$ cat src/rtl/vram_line_fetch.sv
// vram_line_fetch: streams one display line per lineStart pulse from VRAM into a
// double-buffered line store. Each line is LINE_BYTES bytes read from
// consecutive addresses starting at lineAddr. The pixel generator reads the
// other bank of the store at the same time.
//
// Ports:
//   clk, rst        system clock, synchronous active-high reset
//   lineStart       one-cycle pulse: swap banks and start fetching a new line
//   lineAddr        VRAM base address of the line, sampled with lineStart
//   readoutAddr     registered VRAM display-side read address
//   readoutData     VRAM display-side read data
//   pixRdAddr       byte index into the display bank
//   pixRdData       registered display-bank byte (00 when the index is past the line)
//   busy            fetch in progress (ARM or FETCH)
//   done            one-cycle pulse on the final capture edge
//   overrun         sticky: lineStart arrived before the fetch completed
//   overrunClr      clears overrun (a coincident new overrun takes priority)
module vram_line_fetch #(
  parameter int unsigned LINE_BYTES = 80,
  parameter int unsigned ADDR_W     = 13
) (
  input  logic              clk,
  input  logic              rst,
  input  logic              lineStart,
  input  logic [ADDR_W-1:0] lineAddr,
  output logic [ADDR_W-1:0] readoutAddr,
  input  logic [7:0]        readoutData,
  input  logic [6:0]        pixRdAddr,
  output logic [7:0]        pixRdData,
  output logic              busy,
  output logic              done,
  output logic              overrun,
  input  logic              overrunClr
);

  localparam int unsigned IDX_W     = 7;
  localparam int unsigned BUF_DEPTH = 256;
  localparam logic [IDX_W-1:0] LAST_IDX     = IDX_W'(LINE_BYTES - 1);
  localparam logic [7:0]       LINE_BYTES_W = 8'(LINE_BYTES);

  typedef enum logic [1:0] {
    IDLE  = 2'd0,
    ARM   = 2'd1,
    FETCH = 2'd2
  } fetchStateT;

  fetchStateT state;
  fetchStateT stateNext;

  logic             phase;
  logic             fillBank;
  logic [IDX_W-1:0] idx;
  logic             captureEdge;
  logic             finalEdge;
  logic             abortFetch;

  // Two banks of 128 bytes each, addressed {bank, byteIndex}; never reset.
  logic [7:0] lineBuf [BUF_DEPTH];

  // State register.
  always_ff @(posedge clk) begin
    if (rst) begin
      state <= IDLE;
    end else begin
      state <= stateNext;
    end
  end

  // Next-state and edge qualification.
  always_comb begin
    stateNext   = state;
    captureEdge = 1'b0;
    finalEdge   = 1'b0;
    abortFetch  = 1'b0;

    // phase==1 edges carry the data the VRAM sampled on the preceding phase==0 edge.
    captureEdge = (state == FETCH) && phase;
    finalEdge   = captureEdge && (idx == LAST_IDX);
    abortFetch  = lineStart && (state != IDLE) && !finalEdge;

    case (state)
      IDLE:    if (lineStart) stateNext = ARM;
      // The VRAM latches readoutAddr on this phase==0 edge.
      ARM:     if (!phase) stateNext = FETCH;
      FETCH:   if (finalEdge) stateNext = IDLE;
      default: stateNext = IDLE;
    endcase

    // A new line always restarts in ARM, after any final capture completes.
    if (lineStart) stateNext = ARM;
  end

  // Phase tracker, fetch pointers, status flags and pixel readout.
  always_ff @(posedge clk) begin
    if (rst) begin
      phase       <= 1'b0;
      fillBank    <= 1'b0;
      idx         <= '0;
      readoutAddr <= '0;
      pixRdData   <= '0;
      busy        <= 1'b0;
      done        <= 1'b0;
      overrun     <= 1'b0;
    end else begin
      phase <= ~phase;

      if (captureEdge) begin
        idx         <= idx + IDX_W'(1);
        readoutAddr <= readoutAddr + ADDR_W'(1);
      end

      if (lineStart) begin
        idx         <= '0;
        readoutAddr <= lineAddr;
        fillBank    <= ~fillBank;
      end

      busy <= (stateNext != IDLE);
      done <= finalEdge;

      if (abortFetch) begin
        overrun <= 1'b1;
      end else if (overrunClr) begin
        overrun <= 1'b0;
      end

      // Uses the pre-swap display bank on a lineStart edge.
      if ({1'b0, pixRdAddr} < LINE_BYTES_W) begin
        pixRdData <= lineBuf[{~fillBank, pixRdAddr}];
      end else begin
        pixRdData <= 8'h00;
      end
    end
  end

  // Line store write port; the coincident-lineStart capture lands in the old fill bank.
  always_ff @(posedge clk) begin
    if (!rst && captureEdge) begin
      lineBuf[{fillBank, idx}] <= readoutData;
    end
  end

endmodule

$ cat config.mk
export PLATFORM = sky130hd
export DESIGN_NAME = vram_line_fetch
export DESIGN_NICKNAME = d
export VERILOG_FILES = /design/src/rtl/vram_line_fetch.sv
export SDC_FILE = /design/constraint.sdc
export NUM_CORES = 2
export LEC_CHECK = 0
export CAP_MARGIN = 20
export CORE_MARGIN = 10
export CORE_UTILIZATION = 40
export DETAILED_ROUTE_END_ITERATION = 10
export PLACE_DENSITY = 0.54
export SKIP_LAST_GASP = 1
export SLEW_MARGIN = 20
export SYNTH_ARGS = -nofsm -noshare
export SYNTH_HDL_FRONTEND = slang
export SYNTH_SLANG_ARGS = --single-unit
$ cat constraint.sdc
create_clock -name clk -period 2.8 [get_ports clk]
set_input_delay 0.56 -clock clk [delete_from_list [all_inputs] [get_ports clk]]
set_output_delay 0.56 -clock clk [all_outputs]
set_load 0.03 [all_outputs]
==> run metrics <==
CTS Root Cell clkbuf_16; Leakage around 0.028 uW; RSZ-0062 raised after global routing no; commonest non-fill, non-tap cell in the layout edfxtp_1; Vias/cell ~5.5; min-delay src readoutData[1]; register area share after synthesis 0.765; DR vias between 30000 and 40000; yosys warns 0; Bufs on Longest Clock Path 3; die height roughly 440 um; final WL ~200000 um; global route total overflow 0; I/O pin count 56; Util after Layout 0.485; buffers added on ports 55; Final period util 0.976; CTS HTree Levels 4; Total GRT Usage 0.197; antenna violations before repair 7; Post-synth EDFFs 1808; Max-cap violations 0; final setup fails 0; nets@finish about 4100; DP Area around 0.08 mm^2; final antenna-violating net count 0; RD Place Congestion approximately 0.84; Filler cells about 15000; fin crit period ~2.7 ns; Slew HR 0.281; Most used DFF post-synth edfxtp_1; most frequent cells in the layout edfxtp_1 (1808), buf_4 (596), mux4_2 (480); number of library cell types mapped by synthesis 60; WS Path Type in -> reg; TritonCTS clock tree built; die width approximately 440 um; Worst Skew ~0.047 ns; post-route setup TNS 0 ns; vias in the first global route between 30000 and 40000; core area ~0.18 mm^2; final hold vios 0; # DRC 0; Worst-path clk slew 0.06 ns; Syn Inst Count about 3400; global-route wire length before repair approximately 280000 um; Post-synth ARST share 0; Mapped Area just over 0.07 mm^2; pwr dens roughly 670 mW/mm^2; total CTS buffers approximately 190; syn avg cell area 21.3 um^2; Critical Path AT between 3 and 4 ns; Worst-Skew Late Latency 0.85 ns; Sink Count 1843; pre-CTS setup slack -0.798 ns; num rows 155; Seq cells post-synth about 1800; share of layout cells above drive strength 1 0.344; Mapped Nets 3408; Initial Utilization 0.402; hpwl dp 130000 um; Final Max Slew Viols 0; crit end category flop; post-route cell area a little under 0.09 mm^2; die footprint just under 0.2 mm^2; final worst setup slack ~0.067 ns; DR WL/cell slightly below 30 um; DR pass1 iterations 5; area grow syn2layout 20.6%; Worst-Margin Slew between 1 and 1.5 ns; status finished, final reports clean; Fmax achieved around 370 MHz; Worst Hold Class in -> reg; worst reg2reg startpoint lineBuf[207][0]; VDD IR max a little under 700 uV; largest net degree at the start of global routing 85; first-iteration detailed-routing DRC count just over 4000; CP Launch Type input pin; CP required 3.51 ns; crit path from pixRdAddr[0]; CP Max Fanout 23
[cells in the mapped netlist, drive strengths merged (5+ instances only)]
| library cell | count | share of area |
|---|---|---|
| edfxtp | 1808 | 0.76 |
| mux4 | 480 | 0.15 |
| nor2 | 326 | 0.017 |
| buf | 119 | 0.012 |
| mux2i | 119 | 0.017 |
| nand2 | 96 | 0.0050 |
| clkbuf | 75 | 0.0039 |
| dfxtp | 35 | 0.0097 |
| a21oi | 31 | 0.0022 |
| nand3 | 29 | 0.0020 |
| o21ai | 25 | 0.0017 |
| a221oi | 23 | 0.0028 |
| a211oi | 19 | 0.0020 |
| a22oi | 18 | 0.0019 |
| nor2b | 16 | 0.0014 |
| xor2 | 13 | 0.0016 |
| inv | 9 | 0.00047 |
| nand4 | 9 | 0.00078 |
| and2 | 8 | 0.00070 |
| o22ai | 8 | 0.00070 |
| a31oi | 7 | 0.00061 |
| and3 | 7 | 0.00061 |
| a32oi | 6 | 0.00073 |
| nor3 | 6 | 0.00042 |
| o211ai | 6 | 0.00063 |
| xnor2 | 6 | 0.00073 |
| a2111oi | 5 | 0.00070 |
| a221o | 5 | 0.00070 |
| a311oi | 5 | 0.00061 |
| ha | 5 | 0.00087 |
| o221ai | 5 | 0.00061 |
| o31ai | 5 | 0.00052 |
[through the flow]
| stage | total power [uW] | cells | hold slack [ns] |
|---|---|---|---|
| CTS | 59000 | 6616 | 0.184 |
| detailed placement | 34300 | 6270 | 0.453 |
| global route | 60200 | 6616 | 0.226 |
| floorplan | 32400 | 3371 | 0.426 |
| finish | 58500 | 6619 | 0.219 |
| global placement | 34300 | 6270 | 0.446 |
[where the power goes]
| group | total [uW] | switching [uW] | internal, uW | leakage [uW] |
|---|---|---|---|---|
| logic | 3360 | 1940 | 1420 | 0.00886 |
| registers | 30300 | 50.4 | 30300 | 0.0165 |
| clock network | 24800 | 10600 | 14100 | 0.00295 |
[flip-flops by register name, summed over array words and instances (netlist names)]
signal,flops
lineBuf,1808
readoutAddr,13
pixRdData,8
idx,7
state,2
busy,1
done,1
fillBank,1
overrun,1
phase,1
[layer usage]
| metal | vias to the layer above | share of wire | GRT usage |
|---|---|---|---|
| met5 | - | 0.000092 | 0 |
| met4 | 2 | 0.032 | 0.0646 |
| met3 | 259 | 0.066 | 0.0338 |
| met2 | 1242 | 0.46 | 0.304 |
| met1 | 19653 | 0.44 | 0.285 |
| li1 | 15498 | - | - |
[final timing paths]
path | to | slack, ns | cells past startpoint
worst max-delay path | pixRdData[0] | 0.07 | 11
worst max register to register | pixRdData[0] | 0.18 | 6
worst min register to register | phase | 0.48 | 1
worst min-delay path | lineBuf[46][1] | 0.22 | 1
[critical path: stages]
cell and delay [ns]:
buf_8 0.24, buf_12 0.27, buf_12 0.22, buf_4 0.16, mux4_2 0.53, o21ai_0 0.28
a211o_1 0.25, nand4_1 0.28, buf_4 0.25, a311oi_1 0.26, nor3_1 0.08
[cell type report]
| class | instances | area [um^2] | share of cell area |
|---|---|---|---|
| Sequential cell | 1843 | 55000 | 0.635 |
| Multi-Input combinational cell | 1324 | 15800 | 0.182 |
| Timing Repair Buffer | 739 | 6800 | 0.0784 |
| Clock buffer | 250 | 5060 | 0.0584 |
| Tap cell | 2355 | 2950 | 0.0340 |
| Clock inverter | 95 | 1020 | 0.0118 |
| Inverter | 10 | 42.5 | 0.000491 |
| Antenna cell | 3 | 7.51 | 0.0000866 |
[repair_timing]
action                    in CTS  in global routing
hold endpoints to repair       8                  0
hold buffers                   1                  0
setup buffers                  0                  0
gates resized for setup        0                  0
[cell families (layout without fill, tap and decap cells)]
kind of cell / Yosys count / after routing / share of synthesized area
multiplexers: 603 / 603 / 0.168
other: 0 / 3 / 0
AND/OR/NAND/NOR: 508 / 508 / 0.0290
AO/OA/AOI/OAI: 189 / 189 / 0.0191
flip-flops: 1843 / 1843 / 0.765
XOR/XNOR: 19 / 19 / 0.00232
buffers and inverters: 204 / 1094 / 0.0160
adder cells (fa/ha/maj): 5 / 5 / 0.000870
No activity file was read; power rests on OpenSTA's default activity.
